[src/rtl/conn_setup_sequencer.sv]
// Connection setup sequencer: turns one open/close descriptor into a burst of
// setup frames, then waits (bounded) for the connection manager's status.
module conn_setup_sequencer #(
  parameter int NIC_ID         = 0,
  parameter int TIMEOUT_CYCLES = 1024
) (
  input  logic        clk,
  input  logic        reset_n,
  // Descriptor handshake: a descriptor transfers on any clk edge where
  // req_valid and req_ready are both high; req_ready is only high in IDLE.
  input  logic        req_valid,
  output logic        req_ready,
  input  logic        req_open,
  input  logic [31:0] req_conn_id,
  input  logic [31:0] req_dest_ip,
  input  logic [31:0] req_dest_port,
  input  logic [31:0] req_client_flow_id,
  input  logic [15:0] req_qp_num,
  input  logic [15:0] req_p_key,
  input  logic [31:0] req_q_key,
  output logic        setup_en_out,
  output logic [2:0]  setup_cmd_out,
  output logic [31:0] setup_data_out,
  output logic [63:0] setup_big_data_out,
  input  logic        status_valid_in,
  input  logic        status_error_in,
  output logic        done_valid,
  output logic        done_error,
  output logic        done_timeout,
  output logic        busy,
  output logic [1:0]  dbg_state
);

  if (TIMEOUT_CYCLES < 2 || TIMEOUT_CYCLES > 65535) begin : g_bad_timeout
    $error("conn_setup_sequencer[%0d]: TIMEOUT_CYCLES=%0d outside 2..65535",
           NIC_ID, TIMEOUT_CYCLES);
  end

  typedef enum logic [1:0] {
    ST_IDLE        = 2'd0,
    ST_EMIT        = 2'd1,
    ST_WAIT_STATUS = 2'd2,
    ST_DONE        = 2'd3
  } state_t;

  localparam logic [2:0] CMD_CONN_ID   = 3'd0;
  localparam logic [2:0] CMD_OPEN      = 3'd1;
  localparam logic [2:0] CMD_DEST_IPV4 = 3'd2;
  localparam logic [2:0] CMD_DEST_PORT = 3'd3;
  localparam logic [2:0] CMD_FLOW_ID   = 3'd4;
  localparam logic [2:0] CMD_QP_FIELDS = 3'd5;
  localparam logic [2:0] CMD_ENABLE    = 3'd6;

  localparam logic [15:0] TO_LAST = 16'(TIMEOUT_CYCLES - 1);

  state_t      r_state;
  state_t      w_state_nxt;
  logic        r_req_ready;
  logic [2:0]  r_idx;
  logic [15:0] r_wait_cnt;
  logic        r_done_error;
  logic        r_done_timeout;

  logic        r_open;
  logic [31:0] r_conn_id;
  logic [31:0] r_dest_ip;
  logic [31:0] r_dest_port;
  logic [31:0] r_flow_id;
  logic [15:0] r_qp_num;
  logic [15:0] r_p_key;
  logic [31:0] r_q_key;

  logic        w_accept;
  logic        w_last_frame;
  logic        w_timeout_hit;
  logic [2:0]  w_cmd;
  logic [31:0] w_data;
  logic [63:0] w_big;

  assign w_accept      = req_valid && r_req_ready;
  assign w_last_frame  = r_open ? (r_idx == 3'd6) : (r_idx == 3'd2);
  assign w_timeout_hit = (r_wait_cnt == TO_LAST);

  always_comb begin
    w_state_nxt = r_state;
    case (r_state)
      ST_IDLE: begin
        if (w_accept) w_state_nxt = ST_EMIT;
      end
      ST_EMIT: begin
        if (w_last_frame) w_state_nxt = ST_WAIT_STATUS;
      end
      ST_WAIT_STATUS: begin
        if (status_valid_in || w_timeout_hit) w_state_nxt = ST_DONE;
      end
      ST_DONE: begin
        w_state_nxt = ST_IDLE;
      end
      default: w_state_nxt = ST_IDLE;
    endcase
  end

  // req_ready is registered so it stays low through reset and rises on the
  // first edge after release, and one cycle after DONE.
  always_ff @(posedge clk or negedge reset_n) begin
    if (!reset_n) begin
      r_state     <= ST_IDLE;
      r_req_ready <= 1'b0;
    end else begin
      r_state     <= w_state_nxt;
      r_req_ready <= (w_state_nxt == ST_IDLE);
    end
  end

  always_ff @(posedge clk or negedge reset_n) begin
    if (!reset_n) begin
      r_idx          <= 3'd0;
      r_wait_cnt     <= 16'd0;
      r_done_error   <= 1'b0;
      r_done_timeout <= 1'b0;
      r_open         <= 1'b0;
      r_conn_id      <= 32'd0;
      r_dest_ip      <= 32'd0;
      r_dest_port    <= 32'd0;
      r_flow_id      <= 32'd0;
      r_qp_num       <= 16'd0;
      r_p_key        <= 16'd0;
      r_q_key        <= 32'd0;
    end else begin
      if (r_state == ST_IDLE && w_accept) begin
        r_idx       <= 3'd0;
        r_open      <= req_open;
        r_conn_id   <= req_conn_id;
        r_dest_ip   <= req_dest_ip;
        r_dest_port <= req_dest_port;
        r_flow_id   <= req_client_flow_id;
        r_qp_num    <= req_qp_num;
        r_p_key     <= req_p_key;
        r_q_key     <= req_q_key;
      end
      if (r_state == ST_EMIT) r_idx <= r_idx + 3'd1;

      if (r_state == ST_EMIT) begin
        r_wait_cnt <= 16'd0;
      end else if (r_state == ST_WAIT_STATUS && !status_valid_in) begin
        r_wait_cnt <= r_wait_cnt + 16'd1;
      end

      // A status in the timeout cycle wins: it is a real answer.
      if (r_state == ST_WAIT_STATUS && w_state_nxt == ST_DONE) begin
        r_done_error   <= status_valid_in ? status_error_in : 1'b1;
        r_done_timeout <= !status_valid_in;
      end
    end
  end

  always_comb begin
    w_cmd  = 3'd0;
    w_data = 32'd0;
    w_big  = 64'd0;
    if (r_state == ST_EMIT) begin
      if (r_open) begin
        w_cmd = r_idx;
      end else begin
        case (r_idx)
          3'd0:    w_cmd = CMD_CONN_ID;
          3'd1:    w_cmd = CMD_OPEN;
          default: w_cmd = CMD_ENABLE;
        endcase
      end
      case (w_cmd)
        CMD_CONN_ID:   w_data = r_conn_id;
        CMD_OPEN:      w_data = {31'd0, r_open};
        CMD_DEST_IPV4: w_data = r_dest_ip;
        CMD_DEST_PORT: w_data = r_dest_port;
        CMD_FLOW_ID:   w_data = r_flow_id;
        CMD_QP_FIELDS: w_big  = {r_qp_num, r_p_key, r_q_key};
        default:       w_data = 32'd0;
      endcase
    end
  end

  assign req_ready          = r_req_ready;
  assign setup_en_out       = (r_state == ST_EMIT);
  assign setup_cmd_out      = w_cmd;
  assign setup_data_out     = w_data;
  assign setup_big_data_out = w_big;
  assign done_valid         = (r_state == ST_DONE);
  assign done_error         = done_valid & r_done_error;
  assign done_timeout       = done_valid & r_done_timeout;
  assign busy               = (r_state != ST_IDLE);
  assign dbg_state          = r_state;

endmodule

[config.mk]
export PLATFORM = sky130hd
export DESIGN_NAME = conn_setup_sequencer
export DESIGN_NICKNAME = d
export VERILOG_FILES = /design/src/rtl/conn_setup_sequencer.sv
export SDC_FILE = /design/constraint.sdc
export NUM_CORES = 1
export LEC_CHECK = 0
export CAP_MARGIN = 10
export CORE_MARGIN = 4
export CORE_UTILIZATION = 35
export CTS_CLUSTER_SIZE = 10
export DETAILED_ROUTE_END_ITERATION = 12
export PLACE_DENSITY = 0.72
export RECOVER_POWER = 50
export SLEW_MARGIN = 10
export SYNTH_ARGS = -nofsm -noshare
export SYNTH_HDL_FRONTEND = slang
export SYNTH_SLANG_ARGS = --single-unit
export TNS_END_PERCENT = 5
[constraint.sdc]
create_clock -name clk -period 2.94 [get_ports clk]
set_input_delay 0.588 -clock clk [delete_from_list [all_inputs] [get_ports clk]]
set_output_delay 0.588 -clock clk [all_outputs]
set_load 0.02 [all_outputs]
==> results by stage <==
Final layout:
- The layout has 2,434 filler cells.
- The register area is 5430 um2.
- At the end of the flow the core is filled with cells to 0.517.
- The final-stage net count is 1,287.
- In the final layout, the share of cells above drive strength 1 is 0.378.
- The area growth from synthesis to layout is 46.0%.
- The multi-input gate area in the final layout is 4440 um2.

Critical path:
- The data required time at the worst endpoint is 2.35 ns.
- On the worst path, the slowest cell contributes a delay of 0.44 ns.
- STA classifies the critical path startpoint as a flip-flop.
- The startpoint of the most critical register-to-register path is dbg_state[0].
- Walking the worst path, the cells encountered are buf_6, ha_4, nor3_4, nor2_4, a211oi_4, buf_6, clkbuf_16, and2_1, buf_6.
- The arrival time of the worst setup path is 2.38 ns.
- The worst setup path is of the reg -> out kind.
- In this run the worst path has a maximum fanout of 8.
- The standard cell with the maximum stage delay on the critical path is sky130_fd_sc_hd__dfrtp_2.
- In this run the worst setup path begins at r_idx[0].
- The cell that appears most often on the critical path is sky130_fd_sc_hd__buf_6.
- STA classifies the critical path endpoint as a primary output.

Run status:
- The flow ran to the end, but the final reports show violations.
- The checks that failed: max-capacitance violations, max-slew violations, negative setup slack.

Place:
- Routability-driven placement finished with a final weighted congestion of 0.792.
- Detailed placement finished with a half-perimeter wire length of 19.8 mm.
- Buffers placed on the I/O ports in this run total 304.

Floorplan:
- Measured along the y axis, the die boundary spans 178 um.
- The core area is 28,600 um2.
- The die covers 31,700 um2.
- The boundary pin count is 305.
- The site row count is 62.
- For this configuration, the core starts out at a cell density of 0.354.
- The die is 178 um wide.

CTS:
- Clock tree synthesis selected as its root buffer the cell sky130_fd_sc_hd__clkbuf_16.
- Counting along the longest clock path gives a buffer depth of 3.
- TritonCTS built the clock tree.
- Clock tree synthesis inserted a total of 27 buffers.
- For this design, the sink count on the clock tree is 217.
- The clock-pin slew of the registers on the worst-case setup and hold paths is 0.05 ns.
- The depth of the CTS H-tree is 1.
- For the worst-skew pair, the clock arrives at the later sink with an insertion delay of 0.52 ns.
- The cts-stage hold buffer count is 0.

Drt:
- The post-detailed-route DRC marker count is 0.
- The count of nets left with antenna violations once routing finished came out at 0.
- The overall routed net length is 29.0 mm.
- In this run, the number of DRC markers left after iteration 0 of detailed routing was 344.
- The total iterations of the first detailed-routing run is 6.
- The number of vias per cell is 4.98.
- In the final routed layout, each cell accounts on average for 19.6 um.
- The detailed router placed 7,371 vias in this run.

Global route:
- Entering global routing, the biggest net connects 69 pins.
- The via count of the first global-routing pass is 7,820.
- The first global-routing pass estimated 43.5 mm of wire.
- For this run the aggregate overflow at the end of global routing stands at 0.
- In the global route stage, overall resource usage came out at 0.172.
- The initial antenna violation count is 8.

STA:
- Derived from the worst setup path, the maximum achievable clock frequency is 337 MHz.
- The number of max-slew violations in the final report is 69.
- The final count of negative-setup-slack endpoints is 8.
- The pin slew with the least headroom to its limit is 1.78 ns.
- Once routing completed, OpenROAD measured the worst setup slack at -0.0288 ns.
- On the final layout, the worst clock skew is 0.00863 ns.
- The share of the clock period used by the worst path is 1.01.
- The number of hold violations in the final report is 0.
- Setup repair after global routing could not meet its margin everywhere.
- The tightest slew margin relative to the limit is -0.189.
- The shortest clock period the worst path allows after layout is 2.97 ns.
- The worst hold slack is 0.486 ns.

Power and ir drop:
- The total power draw is 14.4 mW.
- Dividing total power by cell area gives a power density of 975 nW/um2.
- IR analysis of the VDD net gives a maximum drop of 0.000558 V.
- The static leakage is 6.37 nW.

Yosys:
- The number of nets produced by synthesis is 954.
- The number of flops mapped to enable cells by yosys is 0.
- The leading register cell type out of synthesis is sky130_fd_sc_hd__dfrtp_1.
- The synthesized design contains 217 register bits.
- The commonest cells after synthesis are sky130_fd_sc_hd__dfrtp_1 (217), sky130_fd_sc_hd__mux2_4 (100), sky130_fd_sc_hd__mux2_2 (87), sky130_fd_sc_hd__and2_1 (67), sky130_fd_sc_hd__nand2_1 (51).
- The mapped netlist covers 10,100 um2.
- By area the synthesized netlist is led by sky130_fd_sc_hd__dfrtp_1 (54%), sky130_fd_sc_hd__mux2_4 (15%), sky130_fd_sc_hd__mux2_2 (9.7%), sky130_fd_sc_hd__and2_1 (4.1%), sky130_fd_sc_hd__a222oi_1 (3.1%).
- In the synthesized netlist the async set-or-reset flop fraction comes to 1.00.
- The gate count after technology mapping is 751.
- The average size of a mapped cell is 13.5 um2.
- The netlist uses 48 different library cells.
- The largest total area in the synthesized netlist belongs to sky130_fd_sc_hd__dfrtp_1.
- For this run, the number of Yosys warnings is 0.
- The sequential cell area fraction in the yosys report is 0.536.
- Of the post-synthesis cell area, the dominant cell type holds 0.536.
- Among all cell types in the netlist, the one instantiated most often is sky130_fd_sc_hd__dfrtp_1.

Hold path:
- The min-delay analysis places its worst path in the category reg -> reg.
- The launch instance of the worst min-delay path is r_dest_ip[21].

Run:
- The max capacitance violation total is 1.
==> state kept, by name, indices dropped and copies added (netlist names), 2 cells and up <==
signal and flops:
r_conn_id 32, dbg_state 2, r_qp_num 16, r_flow_id 32, r_q_key 32, r_dest_port 32
r_idx 3, r_p_key 16, r_dest_ip 32, r_wait_cnt 16
==> layer usage <==
metal / wire length [um] / vias to the layer above / GRT usage
met1: 11700 / 3682 / 0.216
li1: - / 3376 / -
met2: 14200 / 249 / 0.288
met3: 2410 / 52 / 0.0557
met4: 662 / 12 / 0.0438
met5: 75 / - / 0
==> cell type report <==
class	instances	area share
diodes	3	0.000507
clock buffers	36	0.0507
clock inverters	3	0.00271
inverters	9	0.00228
multi-input cells	474	0.300
flip-flops and latches	217	0.367
well taps	384	0.0325
repair buffers	355	0.244
==> cells in the final DEF, fill, tap and decap left out, types with 5 or more instances in the layout <==
cell type,count
sky130_fd_sc_hd__and2_1,37
sky130_fd_sc_hd__nand2_1,50
sky130_fd_sc_hd__clkdlybuf4s15_2,5
sky130_fd_sc_hd__buf_6,61
sky130_fd_sc_hd__o21ai_0,12
sky130_fd_sc_hd__a222oi_1,31
sky130_fd_sc_hd__o31ai_1,6
sky130_fd_sc_hd__clkbuf_1,7
sky130_fd_sc_hd__and2_4,29
sky130_fd_sc_hd__buf_12,14
sky130_fd_sc_hd__nand3_1,6
sky130_fd_sc_hd__dfrtp_1,214
sky130_fd_sc_hd__clkdlybuf4s50_1,205
sky130_fd_sc_hd__nor2_1,9
sky130_fd_sc_hd__mux2_4,100
sky130_fd_sc_hd__nand4_1,7
sky130_fd_sc_hd__mux2_1,6
sky130_fd_sc_hd__a21oi_1,40
sky130_fd_sc_hd__mux2_2,87
sky130_fd_sc_hd__inv_1,7
sky130_fd_sc_hd__clkbuf_16,30
sky130_fd_sc_hd__buf_4,36
sky130_fd_sc_hd__buf_2,24
==> cells by family (layout without fill, tap and decap cells) <==
kind of cell | after synthesis | in the layout | synth area share
AO/OA/AOI/OAI | 104 | 104 | 0.0735
XOR/XNOR | 1 | 1 | 0.000864
adder cells (fa/ha/maj) | 5 | 5 | 0.00617
buffers and inverters | 60 | 403 | 0.0400
flip-flops | 217 | 217 | 0.536
multiplexers | 196 | 196 | 0.254
other | 0 | 3 | 0
AND/OR/NAND/NOR | 168 | 168 | 0.0891
==> power breakdown <==
group          internal (mW)  total (mW)  switching, mW
Sequential              4.43        5.28          0.851
Clock                   1.83        3.03           1.20
Combinational           3.49        6.10           2.61
Total                   9.76        14.4           4.66
==> worst max-delay path, delay by kind of cell, from the launching register on <==
family                   cells  cell delay (ns)
buffers and inverters        4             0.63
flip-flops                   1             0.44
AND/OR/NAND/NOR              3             0.37
AO/OA/AOI/OAI                1             0.24
adder cells (fa/ha/maj)      1             0.17
==> path summary, 6_finish.rpt <==
path	endpoint	slack [ns]	cells past startpoint
max	setup_big_data_out[44]	-0.03	9
min	r_dest_ip[21]	0.49	1
max reg2reg	r_conn_id[0]	0.82	6
min reg2reg	r_dest_ip[21]	0.49	1
max in group asynchronous	r_flow_id[25]	0.45	2
min in group asynchronous	r_q_key[3]	0.55	1
==> timing repair <==
item,CTS,global route
endpoints found under the hold margin,0,0
gates cloned,1,3
setup endpoints to repair,98,99
pin swaps,6,39
resized for setup,387,176
setup buffers,5,2
==> metrics by stage <==
step / instances / TNS (ns) / instance area (um2) / worst slack, ns
2_1_floorplan: 751 / 0 / 10100 / 0.537
3_3_place_gp: 1428 / 0 / 13800 / 0.0501
3_5_place_dp: 1428 / -0.130 / 13800 / -0.0212
4_1_cts: 1473 / -1.28 / 14400 / -0.0681
5_1_grt: 1480 / -9.76 / 14800 / -0.162
6_report: 1481 / -0.0888 / 14800 / -0.0288
Note: power is estimated with default switching activity, not from simulation.
